[src/rtl/dump_pkg.sv]
// Shared types for the data-memory dumper: FSM state encoding and word/byte sizing helpers.
package dump_pkg;

  localparam int DEFAULT_NB_DATA = 32;
  localparam int BYTES_PER_WORD  = DEFAULT_NB_DATA / 8;

  typedef enum logic [2:0] {
    IDLE,
    RD_ADDR,
    RD_WAIT,
    SEND_TAG,
    SEND,
    DONE
  } state_e;

  function automatic int bytes_per_word(input int nb_data);
    return nb_data / 8;
  endfunction

endpackage

[src/rtl/dump_dirty_tracker.sv]
// Dirty bitmap over the whole data-memory address space; a bit is set by every MEM-stage store.
// The lookup also reports a store landing on the looked-up address in the same cycle.
module dump_dirty_tracker
  import dump_pkg::*;
#(
  parameter int NB_ADDR = 8
) (
  input  logic               clk,
  input  logic               i_reset,
  input  logic               i_mem_write,
  input  logic [NB_ADDR-1:0] i_mem_addr,
  input  logic [NB_ADDR-1:0] i_lookup_addr,
  output logic               o_dirty
);

  localparam int N_ENTRIES = 2 ** NB_ADDR;

  logic [N_ENTRIES-1:0] dirty;

  always_ff @(posedge clk) begin
    // NOTE: unlike a RAM array, this bitmap is reset, because reset is the only way it clears.
    if (i_reset) begin
      dirty <= '0;
    end else if (i_mem_write) begin
      dirty[i_mem_addr] <= 1'b1;
    end
  end

  assign o_dirty = dirty[i_lookup_addr] | (i_mem_write && (i_mem_addr == i_lookup_addr));

endmodule

[src/rtl/data_mem_dumper.sv]
// Walks data memory while the pipeline is halted and streams each word LSB-byte-first to the UART.
// Define DATA_MEM_DIRTY_ONLY_EN to dump only stored-to words, each preceded by its address byte.
module data_mem_dumper
  import dump_pkg::*;
#(
  parameter int NB_DATA = 32,
  parameter int NB_ADDR = 8,
  parameter int N_WORDS = 256
) (
  input  logic               clk,
  input  logic               i_reset,
  input  logic               i_halt,
  input  logic               i_start,
  output logic [NB_ADDR-1:0] o_rd_addr,
  input  logic [NB_DATA-1:0] i_rd_data,
  input  logic               i_mem_write,
  input  logic [NB_ADDR-1:0] i_mem_addr,
  output logic [7:0]         o_tx_data,
  output logic               o_tx_valid,
  input  logic               i_tx_ready,
  output logic               o_busy,
  output logic               o_done
);

  localparam int BPW     = bytes_per_word(NB_DATA);
  localparam int NB_BIDX = (BPW > 1) ? $clog2(BPW) : 1;
  localparam logic [NB_ADDR:0]   LAST_IDX  = (NB_ADDR + 1)'(N_WORDS - 1);
  localparam logic [NB_BIDX-1:0] LAST_BYTE = NB_BIDX'(BPW - 1);

  state_e               state, state_nxt;
  logic [NB_ADDR:0]     idx, idx_nxt;
  logic [NB_BIDX-1:0]   byte_idx, byte_idx_nxt;
  logic [NB_DATA-1:0]   word, word_nxt;
  logic                 word_dirty;
  logic                 running;

`ifdef DATA_MEM_DIRTY_ONLY_EN
  localparam bit TAG_EN = 1'b1;

  dump_dirty_tracker #(
    .NB_ADDR (NB_ADDR)
  ) u_dirty_tracker (
    .clk           (clk),
    .i_reset       (i_reset),
    .i_mem_write   (i_mem_write),
    .i_mem_addr    (i_mem_addr),
    .i_lookup_addr (o_rd_addr),
    .o_dirty       (word_dirty)
  );
`else
  localparam bit TAG_EN = 1'b0;
  logic unused_mem_port;

  assign word_dirty      = 1'b1;
  assign unused_mem_port = ^{i_mem_write, i_mem_addr};
`endif

  assign running = state inside {RD_ADDR, RD_WAIT, SEND_TAG, SEND};

  always_ff @(posedge clk) begin
    // NOTE: sequential state uses <= so every register samples pre-edge values.
    if (i_reset) begin
      state    <= IDLE;
      idx      <= '0;
      byte_idx <= '0;
      word     <= '0;
    end else begin
      state    <= state_nxt;
      idx      <= idx_nxt;
      byte_idx <= byte_idx_nxt;
      word     <= word_nxt;
    end
  end

  always_comb begin
    // NOTE: defaults first so no path through the case leaves a signal unassigned (no latch).
    state_nxt    = state;
    idx_nxt      = idx;
    byte_idx_nxt = byte_idx;
    word_nxt     = word;

    unique case (state)
      IDLE: begin
        if (i_start && i_halt) begin
          state_nxt = RD_ADDR;
          idx_nxt   = '0;
        end
      end
      RD_ADDR: begin
        if (word_dirty) begin
          state_nxt = RD_WAIT;
        end else if (idx == LAST_IDX) begin
          state_nxt = DONE;
        end else begin
          idx_nxt = idx + 1'b1;
        end
      end
      RD_WAIT: begin
        word_nxt     = i_rd_data;
        byte_idx_nxt = '0;
        state_nxt    = TAG_EN ? SEND_TAG : SEND;
      end
      SEND_TAG: begin
        if (i_tx_ready) state_nxt = SEND;
      end
      SEND: begin
        if (i_tx_ready) begin
          if (byte_idx == LAST_BYTE) begin
            byte_idx_nxt = '0;
            if (idx == LAST_IDX) begin
              state_nxt = DONE;
            end else begin
              idx_nxt   = idx + 1'b1;
              state_nxt = RD_ADDR;
            end
          end else begin
            byte_idx_nxt = byte_idx + 1'b1;
          end
        end
      end
      DONE: begin
        state_nxt = IDLE;
        idx_nxt   = '0;
      end
      default: state_nxt = IDLE;
    endcase

    // Losing halt mid-dump abandons the walk; the next request starts over at word 0.
    if (running && !i_halt) begin
      state_nxt    = IDLE;
      idx_nxt      = '0;
      byte_idx_nxt = '0;
    end
  end

  assign o_rd_addr  = idx[NB_ADDR-1:0];
  assign o_busy     = running;
  assign o_tx_valid = state inside {SEND_TAG, SEND};
  assign o_done     = (state == DONE);

  always_comb begin
    o_tx_data = '0;
    if (state == SEND_TAG) begin
      o_tx_data = 8'(o_rd_addr);
    end else if (state == SEND) begin
      o_tx_data = word[8*byte_idx +: 8];
    end
  end

endmodule

[config.mk]
export PLATFORM = sky130hd
export DESIGN_NAME = data_mem_dumper
export DESIGN_NICKNAME = d
export VERILOG_FILES = /design/src/rtl/dump_pkg.sv /design/src/rtl/dump_dirty_tracker.sv /design/src/rtl/data_mem_dumper.sv
export SDC_FILE = /design/constraint.sdc
export NUM_CORES = 1
export LEC_CHECK = 0
export ABC_AREA = 1
export CAP_MARGIN = 20
export CORE_ASPECT_RATIO = 0.6
export CORE_MARGIN = 4
export CORE_UTILIZATION = 52
export CTS_CLUSTER_DIAMETER = 60
export DETAILED_ROUTE_END_ITERATION = 10
export PLACE_DENSITY = 0.92
export SLEW_MARGIN = 40
export SYNTH_ARGS = -nofsm -noshare
export SYNTH_HDL_FRONTEND = slang
export SYNTH_SLANG_ARGS = --single-unit
[constraint.sdc]
create_clock -name clk -period 4.7 [get_ports clk]
set_input_delay 1.175 -clock clk [delete_from_list [all_inputs] [get_ports clk]]
set_output_delay 1.175 -clock clk [all_outputs]
set_load 0.02 [all_outputs]
# --- Word-level counts from Yosys, hierarchy flattened ---
# Cells that the tools add are included.
word_totals:
  reg_bits: 46
  inputBits: 46
  output_inout_bits: 19
  wordCells: 47
op_classes:
  add_sub_neg: 2
  eq_ne: 12
  n_shift: 1
  muxes: 16
  reduce_logical: 12
op_table:
  columns: ["cell", "count"]
  rows:
  - ["$mux W9", 4]
  - ["$shiftx A32 B6 Y8", 1]
  - ["$pmux W9 S3", 1]
  - ["$mux W8", 2]
  - ["$mux W3", 5]
  - ["$pmux W3 S5", 1]
  - ["$ne A2 B2 Y1 const B", 5]
  - ["$add A9 B1 Y9 const B", 1]
  - ["$eq A9 B8 Y1 const B", 1]
  - ["$eq A3 B2 Y1 const B", 2]
  - ["$eq A3 B3 Y1 const B", 2]
  - ["$reduce_and A5 Y1", 1]
  - ["$mux W2", 2]
  - ["$pmux W2 S2", 1]
  - ["$reduce_and A4 Y1", 1]
  - ["$reduce_bool A2 Y1", 2]
  - ["$reduce_bool A4 Y1", 1]
  - ["$eq A3 B1 Y1 const B", 1]
  - ["$logic_not A3 Y1", 1]
  - ["$reduce_bool A3 Y1", 1]
  - ["$add A2 B1 Y2 const B", 1]
  - ["$eq A2 B2 Y1 const B", 1]
  - ["$logic_and A1 B1 Y1", 2]
  - ["$reduce_and A2 Y1", 1]
  - ["other kinds (2)", 2]

# --- Depth between registers and ports, before layout ---
# Gate-level depths: netlist of run 1.
depth:
  word_depth: 5
  mapped_depth: 13
  depth_no_buf: 13

# --- Worst setup path before layout of run 1 ---
# OpenSTA, ideal clock, no wires.
synth_timing:
  kind: "flip-flop to output port"
  from: "register byte_idx[0]"
  to: "output o_tx_data[4]"
  arrival_ps: 1269
  required_time_ps: 3525
  setup_slack_ps: 2256
  path_stages_with_launch: 7
  n_path_buf: 2
  cell_sequence: "dfxtp_1 > clkbuf_1 > clkbuf_1 > a21oi_1 > o21ai_0 > nand3_1 > o21ai_0"
synth_between:
  elab_chain_len: 3
synth_lines:
  columns: ["element", "line", "text"]
  rows:
  - ["from (decl)", "data_mem_dumper.sv:32", "logic [NB_BIDX-1:0] byte_idx, byte_idx_nxt;"]
  - ["from (signal assigned)", "data_mem_dumper.sv:70", "byte_idx <= byte_idx_nxt;"]
  - ["$shiftx A32 B6 Y8", "data_mem_dumper.sv:146", "o_tx_data = word[8*byte_idx +: 8];"]
  - ["$mux W8", "data_mem_dumper.sv:145", "end else if (state == SEND) begin"]
  - ["$mux W8", "data_mem_dumper.sv:143", "if (state == SEND_TAG) begin"]
  - ["to (decl)", "data_mem_dumper.sv:18", "output logic [7:0] o_tx_data,"]
# Every way passes these cells.

# --- Worst setup path in the final report of run 1 ---
layout_timing:
  from: "register state[1]"
  to: "output o_tx_data[0]"
layout_between:
  elab_chain_len: 3
  word_cells_on_any_way: 4
  classes_between: "2 x eq/ne; 2 x mux"
layout_lines:
  columns: ["element", "line", "text"]
  rows:
  - ["from (decl)", "data_mem_dumper.sv:30", "state_e state, state_nxt;"]
  - ["from (signal assigned)", "data_mem_dumper.sv:68", "state <= state_nxt;"]
  - ["$eq A3 B3 Y1", "data_mem_dumper.sv:145", null]
  - ["$mux W8", "data_mem_dumper.sv:145", null]
  - ["$mux W8 *", "data_mem_dumper.sv:143", null]
# Every way passes the cells marked *; elsewhere a longest branch is shown, timed or not.

==> results.py, run 1 <==
metrics = {
    "global_routing": {
        "grt_pass1_wl_mm": 10.01,
        "gr-total-overflow": 0,
        "grtUsageTotal": 0.2305,
        "grt_max_degree": 51,
        "grt_pass1_vias": 2105,
        "grt_antenna_before_repair": 0,
    },
    "place": {
        "dp_hpwl_mm": 4.587,
        "port_buffers": 55,
        "pre_cts_slack_ns": 1.261,
        "gp_congestion": 0.9003,
        "dpl-instance-area_sq_um": 2838,
    },
    "min_path": {
        "min_delay_path_depth": 2,
        "hp-class": "flop to flop",
    },
    "floorplanning": {
        "io-pin-count": 65,
        "die_h_um": 60.09,
        "dieArea_sq_um": 5696,
        "core-area_sq_um": 4234,
        "die_x_um": 94.81,
        "start_util": 0.5553,
        "placementRows": 18,
    },
    "yosys": {
        "synth-edff-count": 0,
        "synth_largest_area_cell": "dfxtp_1",
        "synth_most_common_cell": "nand2_1",
        "synth.distinct_cells": 22,
        "synth_seq_area_share": 0.3917,
        "yosysWarnings": 0,
        "synth-seq-cells": 46,
        "synth_cells": 338,
        "netlist_area_sq_um": 2351,
        "synthTopCellsByArea": "dfxtp_1, a21oi_1, nand2_1",
        "synth_nets": 387,
        "synth_top_area_share": 0.3917,
        "synthTopCellsByCount": "nand2_1, dfxtp_1, a21oi_1",
        "synthArstFlopShare": 0,
        "syn-mean-instance-area_sq_um": 6.956,
        "synthFlopType": "dfxtp_1",
    },
    "clocking": {
        "cts_setup_buffers": 0,
        "clkTransAtPathRegs_ns": 0.08,
        "cts_sinks": 46,
        "cts_made_buffers": 5,
        "root_buffer": "clkbuf_8",
        "ctsHoldBuffers": 0,
        "h-tree-depth": 2,
        "worstSkewPairLatency_ns": 0.30,
        "cts_resized": 0,
        "cts_buffer_depth": 2,
        "cts_tree": "done",
    },
    "cells_and_area": {
        "design_area_sq_um": 2929,
        "diodes": 0,
        "area_delta_synth_final_pct": 24.59,
        "final_util": 0.6918,
        "fin_nets": 422,
        "multi_input_area_sq_um": 1136,
        "regArea_sq_um": 922.1,
        "nFillCells": 376,
        "drive_gt1_frac": 0.05348,
    },
    "run_status": {
        "status": "finished clean",
    },
    "flow_run": {
        "drv_cap": 0,
    },
    "timing": {
        "layout_setup_ws_ns": 0.9122,
        "setup_viol": 0,
        "final.setup.tns_ns": 0,
        "finalMaxSlewViolations": 0,
        "min_period_ns": 3.788,
        "max_freq_ghz": 0.2640,
        "rsz0062_at_grt": "no",
        "final-hold-violation-count": 0,
        "skew_ns": 0.007219,
        "slew_headroom": 0.4989,
        "max_slew.worst_pin.slew_ns": 0.7493,
        "period_share": 0.8059,
    },
    "power": {
        "leakage_nw": 1.026,
        "power_density_nw_per_um2": 405.9,
        "peakVddDrop_mv": 0.3285,
    },
    "critical_path": {
        "crit_arrival_ns": 2.61,
        "cp-start-kind": "flop",
        "crit_type": "flop to output pin",
        "worstPathMaxFanout": 21,
        "reg2regPathDepth": 13,
        "required_ns": 3.52,
        "end_kind": "output pin",
    },
    "route": {
        "ant_nets": 0,
        "drc": 0,
        "avgViaCountPerCell": 5.332,
        "drt_wl_total_mm": 6.247,
        "firstDrtPassIters": 5,
        "first_iter_violations": 351,
        "vias": 2314,
        "wl_per_cell_um": 14.39,
    },
}
report_power, final:
group	switching (W)	internal [W]
sequential	0.0000546	0.000442
clock	0.000129	0.000119
combinational	0.000287	0.000157
total	0.000471	0.000718
worst paths after layout:
kind         startpoint           end  slack [ns]
max            state[1]  o_tx_data[0]        0.91
min            word[17]      word[17]        0.46
max reg2reg      idx[0]        idx[4]        2.63
min reg2reg    word[17]      word[17]        0.46
cells by family after synthesis:
group | share of synthesized area
AND/OR/NAND/NOR | 0.2555
buffers and inverters | 0.1251
AO/OA/AOI/OAI | 0.2118
flip-flops | 0.3917
adder cells (fa/ha/maj) | 0.01597
sequential cells by signal, summed over array words and instances (netlist names):
signal / cells
byte_idx: 2
word: 32
state: 3
idx: 9
cell usage in the layout (no fill, tap or decap), drive strengths merged:
master and n:
a211oi 16, nand2 54, nor3 3, o22ai 1, inv 37, dfxtp 46, nor2 37, a21oi 46
nand3b 1, o21ai 26, nand4 16, clkbuf 7, clkdlybuf4s50 55, nor4 1, nand3 22, clkinv 1
buf 2, ha 3
stage by stage:
stage / std cells / hold WS, ns / power [W]
4_1_cts: 434 / 0.4647 / 0.001184
3_3_place_gp: 426 / 0.4484 / 0.0009216
6_report: 434 / 0.4635 / 0.001189
2_1_floorplan: 338 / 0.4345 / 0.0008263
5_1_grt: 434 / 0.4832 / 0.001267
3_5_place_dp: 426 / 0.4509 / 0.0009394
layer usage:
| layer | GRT usage | vias up | wire, um |
|---|---|---|---|
| met1 | 0.3479 | 1010 | 3189 |
| met2 | 0.3246 | 101 | 2459 |
| met5 | 0 | - | 0 |
| li1 | - | 1196 | - |
| met3 | 0.04906 | 7 | 532 |
| met4 | 0.06982 | 0 | 65 |
worst max-delay path, stage by stage (launching register included):
cell             delay [ns]
dfxtp_1                0.53
nor2_2                 0.30
nand2_2                0.18
inv_1                  0.40
nand3_1                0.15
o21ai_0                0.11
clkdlybuf4s50_1        0.65
layout make-up:
type,instances,share of cell area
inverter,37,0.04742
tap,60,0.02563
clock inverter,1,0.001709
clock buffer,7,0.02947
sequential,46,0.3148
multi-input combinational,226,0.3879
timing repair buffer,57,0.1931
No activity file was read; power rests on OpenSTA's default activity.
==> run 2, diff against run 1 <==
--- a/config.mk
+++ b/config.mk
@@ -9,10 +9,10 @@
 export CAP_MARGIN = 20
 export CORE_ASPECT_RATIO = 0.6
 export CORE_MARGIN = 4
-export CORE_UTILIZATION = 52
+export CORE_UTILIZATION = 48
 export CTS_CLUSTER_DIAMETER = 60
 export DETAILED_ROUTE_END_ITERATION = 10
-export PLACE_DENSITY = 0.92
+export PLACE_DENSITY = 0.86
 export SLEW_MARGIN = 40
 export SYNTH_ARGS = -nofsm -noshare
 export SYNTH_HDL_FRONTEND = slang
==> constraint.sdc (replaced) <==
create_clock -name clk -period 3.78 [get_ports clk]
set_input_delay 0.945 -clock clk [delete_from_list [all_inputs] [get_ports clk]]
set_output_delay 0.945 -clock clk [all_outputs]
set_load 0.02 [all_outputs]
==> run 2 against run 1 <==
Effect of this change: first-iteration DRC count decreased by 14%; utilization decreased by 5.9 points; via count increased by 1.2%; sequential power increased by 21%; non-clock buffer count increased by 2; critical path type unchanged.
==> results.py, run 2 (same netlist as run 1, synthesis figures left out) <==
metrics = {
    "clocking": {
        "worstSkewPairLatency_ns": 0.29,
        "cts_tree": "done",
        "clkTransAtPathRegs_ns": 0.09,
        "cts_buffer_depth": 2,
        "cts_sinks": 46,
        "root_buffer": "clkbuf_8",
        "cts_setup_buffers": 0,
        "cts_made_buffers": 5,
        "ctsHoldBuffers": 0,
        "h-tree-depth": 2,
        "cts_resized": 0,
    },
    "timing": {
        "setup_viol": 0,
        "final.setup.tns_ns": 0,
        "hold_slack_ns": 0.4669,
        "max_freq_ghz": 0.3026,
        "skew_ns": 0.008646,
        "period_share": 0.8743,
        "final-hold-violation-count": 0,
        "min_period_ns": 3.305,
        "rsz0062_at_grt": "no",
        "finalMaxSlewViolations": 0,
        "slew_headroom": 0.5167,
        "max_slew.worst_pin.slew_ns": 0.7240,
    },
    "cells_and_area": {
        "area_delta_synth_final_pct": 25.33,
        "drive_gt1_frac": 0.05585,
        "fin_nets": 424,
        "diodes": 0,
        "largest_reg_flops": 32,
        "layout.cells.most_common": "clkdlybuf4s50_1",
        "final_cell_mix": "clkdlybuf4s50_1, nand2_1, dfxtp_1",
        "largest_register": "word",
        "final_util": 0.6324,
        "top_regs": "word: 32 flops, idx: 9 flops, state: 3 flops",
        "nFillCells": 416,
        "design_area_sq_um": 2947,
    },
    "place": {
        "dpl-instance-area_sq_um": 2855,
        "gp_congestion": 0.8930,
        "port_buffers": 55,
        "dp_hpwl_mm": 4.598,
    },
    "global_routing": {
        "grt_max_degree": 51,
        "grt_pass1_vias": 2145,
        "grt_pass1_wl_mm": 10.10,
        "gr-total-overflow": 0,
        "grtUsageTotal": 0.2008,
        "grt_antenna_before_repair": 0,
    },
    "power": {
        "peakVddDrop_mv": 0.3154,
        "leakage_nw": 1.036,
        "internal_power_w": 0.0008974,
        "pwr-share-comb": 0.388,
        "p_sw_frac": 0.3932,
        "power_density_nw_per_um2": 501.9,
        "clkPwrFrac": 0.206,
        "power.share.sequential": 0.406,
        "p_total_w": 0.001479,
        "power.switching_w": 0.0005815,
    },
    "critical_path": {
        "cp-start-kind": "flop",
        "required_ns": 2.83,
        "worstPathMaxFanout": 23,
        "crit_type": "flop to output pin",
        "crit_arrival_ns": 2.36,
        "end_kind": "output pin",
    },
    "route": {
        "vias": 2342,
        "wl_per_cell_um": 13.98,
        "drc": 0,
        "firstDrtPassIters": 5,
        "drt_wl_total_mm": 6.139,
        "avgViaCountPerCell": 5.335,
        "first_iter_violations": 303,
        "ant_nets": 0,
    },
    "min_path": {
        "hp-class": "flop to flop",
    },
    "floorplanning": {
        "die_x_um": 98.35,
        "io-pin-count": 65,
        "start_util": 0.5046,
        "dieArea_sq_um": 6118,
        "core-area_sq_um": 4659,
        "placementRows": 19,
        "die_h_um": 62.21,
    },
    "flow_run": {
        "drv_cap": 0,
    },
    "run_status": {
        "status": "finished clean",
    },
}
run 2: critical path, cell delays in order, from the launching register on:
cell and delay, ns:
dfxtp_1 0.37, inv_2 0.31, nand2_1 0.16, nor2_2 0.23, inv_1 0.16, o21ai_0 0.20, clkdlybuf4s50_1 0.64
run 2: power by group through the flow:
stage	registers, W	logic, W	clock network, W
after floorplan	0.000587	0.000441	0
final	0.000601	0.000573	0.000305
after CTS	0.000598	0.000567	0.000308
after detailed placement	0.000609	0.000564	0
after global placement	0.000607	0.000550	0
after global routing	0.000608	0.000647	0.000331
run 2: path summary, 6_finish.rpt:
path         startpoint            to  slack (ns)  cells after the start
max reg2reg      idx[1]        idx[4]        1.73                     13
min             word[3]       word[3]        0.47                      2
min reg2reg     word[3]       word[3]        0.47                      2
max            state[2]  o_tx_data[1]        0.48                      6
run 2: metal layers:
| metal | GRT usage | vias to the layer above | share of wire |
|---|---|---|---|
| met5 | 0 | - | 0 |
| met2 | 0.2702 | 120 | 0.38 |
| met4 | 0.05111 | 0 | 0.0093 |
| met1 | 0.3078 | 1014 | 0.50 |
| li1 | - | 1201 | - |
| met3 | 0.05817 | 7 | 0.11 |
run 2: cell type report:
type,instances,area (sq um),area share
Clock buffer,7,86.33,0.02930
Clock inverter,1,5.005,0.001699
Inverter,37,138.9,0.04713
Multi-Input combinational cell,226,1136,0.3856
Sequential cell,46,920.9,0.3125
Tap cell,63,78.83,0.02675
Timing Repair Buffer,59,580.6,0.1970
run 2: through the flow:
stage                     instances  worst slack [ns]
after CTS                       439            0.4874
after global routing            439            0.2972
after global placement          431            0.8361
final                           439            0.4751
after floorplan                 338             1.566
after detailed placement        431            0.8464
==> run 3, diff against run 2 <==
--- a/config.mk
+++ b/config.mk
@@ -5,15 +5,15 @@
 export SDC_FILE = /design/constraint.sdc
 export NUM_CORES = 1
 export LEC_CHECK = 0
-export ABC_AREA = 1
 export CAP_MARGIN = 20
 export CORE_ASPECT_RATIO = 0.6
 export CORE_MARGIN = 4
-export CORE_UTILIZATION = 48
+export CORE_UTILIZATION = 41
 export CTS_CLUSTER_DIAMETER = 60
 export DETAILED_ROUTE_END_ITERATION = 10
-export PLACE_DENSITY = 0.86
+export PLACE_DENSITY = 0.77
 export SLEW_MARGIN = 40
 export SYNTH_ARGS = -nofsm -noshare
 export SYNTH_HDL_FRONTEND = slang
+export SYNTH_HIERARCHICAL = 1
 export SYNTH_SLANG_ARGS = --single-unit
==> run 3 against run 2 <==
Effect of this change: sequential power is 11% lower; maximum frequency is 0.54% lower; sequential share of layout area is 1.5 points higher; total power is 30% lower; die area is 8.9% higher; sequential cell count stayed put; critical path type unchanged; critical endpoint is now o_tx_data[6].
==> results.py, run 3 <==
metrics = {
    "run_status": {
        "status": "finished clean",
    },
    "yosys": {
        "yosys.area_share.simple": 0.2227,
        "synth_top_area_share": 0.4170,
        "synth_compound_area_frac": 0.1853,
        "synth.distinct_cells": 38,
        "synthArstFlopShare": 0,
        "synth_top_family_by_area": "simple AND/OR/NAND/NOR gates",
        "synth_seq_area_share": 0.4170,
        "synth_nets": 320,
        "netlist_area_sq_um": 2208,
        "synthTopCellsByArea": "dfxtp_1, nand2_1, a21oi_1",
        "synth_xor_area_frac": 0.003966,
        "synth_largest_area_cell": "dfxtp_1",
        "synthFlopType": "dfxtp_1",
        "synth-seq-cells": 46,
        "yosysWarnings": 6,
        "synthTopCellsByCount": "nand2_1, dfxtp_1, a21oi_1",
        "synth_most_common_cell": "nand2_1",
        "synth-edff-count": 0,
        "synthAdderAreaFrac": 0.01700,
        "synth_cells": 271,
        "syn-mean-instance-area_sq_um": 8.149,
        "muxShareOfSynthArea": 0.08159,
    },
    "clocking": {
        "cts_sinks": 46,
        "cts_tree": "done",
        "clkTransAtPathRegs_ns": 0.08,
        "worstSkewPairLatency_ns": 0.30,
        "cts_buffer_depth": 2,
        "root_buffer": "clkbuf_8",
        "cts_setup_buffers": 0,
        "h-tree-depth": 2,
        "ctsHoldBuffers": 0,
        "cts_resized": 0,
        "cts_made_buffers": 5,
    },
    "route": {
        "first_iter_violations": 135,
        "vias": 2003,
        "drt_wl_total_mm": 5.478,
        "firstDrtPassIters": 4,
        "wl_per_cell_um": 14.57,
        "ant_nets": 0,
        "avgViaCountPerCell": 5.327,
        "drc": 0,
    },
    "timing": {
        "setup_viol": 0,
        "final.setup.tns_ns": 0,
        "max_slew.worst_pin.slew_ns": 0.6063,
        "period_share": 0.8790,
        "skew_ns": 0.008103,
        "final-hold-violation-count": 0,
        "layout_setup_ws_ns": 0.4573,
        "max_freq_ghz": 0.3010,
        "finalMaxSlewViolations": 0,
        "min_period_ns": 3.323,
        "rsz0062_at_grt": "no",
        "slew_headroom": 0.5943,
    },
    "cells_and_area": {
        "final_cell_mix": "nand2_1, clkdlybuf4s50_1, dfxtp_1",
        "largest_register": "word",
        "fin_nets": 358,
        "largest_reg_flops": 32,
        "area_delta_synth_final_pct": 27.42,
        "nFillCells": 478,
        "drive_gt1_frac": 0.07419,
        "final_util": 0.5485,
        "diodes": 0,
        "layout.cells.most_common": "nand2_1",
        "top_regs": "word: 32 flops, idx: 9 flops, state: 3 flops",
    },
    "critical_path": {
        "required_ns": 2.83,
        "worstReg2RegStart": "idx[0]",
        "end_kind": "output pin",
        "rr_endpoint": "idx[6]",
        "r2r_slack_ns": 1.18,
        "crit_start": "byte_idx[0]",
        "reg2regPathDepth": 9,
        "cp-start-kind": "flop",
        "crit_type": "flop to output pin",
        "worstPathMaxFanout": 11,
        "crit_arrival_ns": 2.38,
        "critPathCapture": "o_tx_data[6]",
    },
    "power": {
        "internal_power_w": 0.0007456,
        "power_density_nw_per_um2": 368.9,
        "clkPwrFrac": 0.300,
        "power.share.sequential": 0.512,
        "pwr-share-comb": 0.187,
        "peakVddDrop_mv": 0.1715,
        "leakage_nw": 0.9420,
        "power.switching_w": 0.0002925,
        "p_sw_frac": 0.2818,
    },
    "floorplanning": {
        "io-pin-count": 65,
        "placementRows": 20,
        "die_x_um": 102.7,
        "die_h_um": 64.85,
        "core-area_sq_um": 5130,
        "dieArea_sq_um": 6663,
        "start_util": 0.4305,
    },
    "global_routing": {
        "grt_max_degree": 35,
        "grt_pass1_wl_mm": 8.742,
        "grtUsageTotal": 0.1681,
        "grt_pass1_vias": 1870,
        "gr-total-overflow": 0,
        "grt_antenna_before_repair": 0,
    },
    "place": {
        "pre_cts_slack_ns": 0.7513,
        "port_buffers": 55,
        "dp_hpwl_mm": 4.062,
        "gp_congestion": 0.8231,
    },
    "min_path": {
        "hp-class": "flop to flop",
    },
    "flow_run": {
        "drv_cap": 0,
    },
}
[run 3: cell count changes after synthesis, moves of 6 or more]
cell      before  now
nor2_1        34    9
mux4_2         0    8
a22o_1         0    6
o21ai_0       26    7
inv_1         34    6
nand2_1       53   78
nand3_1       20    4
a211oi_1      16    2
nand4_1       16    1
[run 3: power groups by stage]
stage          registers, W  logic (W)  clock network (W)
5_1_grt            0.000536   0.000217           0.000329
2_1_floorplan      0.000532   0.000127                  0
3_5_place_dp       0.000543   0.000194                  0
4_1_cts            0.000531   0.000195           0.000314
3_3_place_gp       0.000542   0.000191                  0
6_report           0.000532   0.000195           0.000312
[run 3: cell type report]
class | instances | area [sq um] | area share
inverter | 6 | 22.52 | 0.008004
clock inverter | 1 | 5.005 | 0.001779
tap | 66 | 82.58 | 0.02935
sequential | 46 | 920.9 | 0.3273
timing repair buffer | 57 | 565.5 | 0.2010
multi-input combinational | 193 | 1131 | 0.4020
clock buffer | 7 | 86.33 | 0.03068
[run 3: how the worst min path moves through the flow]
stage / start / endpoint / cells past startpoint
6_report: word[19] / word[19] / 2
5_1_grt: word[19] / word[19] / 2
4_1_cts: word[14] / word[14] / 2
3_5_place_dp: word[14] / word[14] / 2
3_3_place_gp: word[31] / word[31] / 2
2_1_floorplan: word[16] / word[16] / 2
[run 3: metal layers]
metal  routed length (um)  vias to the layer above  GRT usage
li1                     -                     1001          -
met1                 2661                      920     0.2401
met2                 2281                       73     0.2484
met3                  476                        9    0.04946
met4                   59                        0    0.04039
met5                    0                        -          0
[run 3: stage by stage]
step                instance area (sq um)  std cells  total power (W)  hold slack (ns)
global route                         2814        376         0.001081           0.4756
finish                               2814        376         0.001038           0.4574
global placement                     2719        368        0.0007325           0.4416
CTS                                  2814        376         0.001041           0.4582
detailed placement                   2723        368        0.0007367           0.4467
floorplan                            2208        271        0.0006594           0.4331
[run 3: kinds of logic (layout without fill, tap and decap cells)]
family / Yosys count / count (layout)
AO/OA/AOI/OAI: 69 / 69
XOR/XNOR: 1 / 1
adder cells (fa/ha/maj): 3 / 3
buffers and inverters: 32 / 71
flip-flops: 46 / 46
multiplexers: 8 / 8
AND/OR/NAND/NOR: 112 / 112
[run 3: critical path: stages (launching register included)]
cell and delay, ns:
dfxtp_1 0.71, mux4_2 0.58, a22o_1 0.25, clkdlybuf4s50_1 0.54
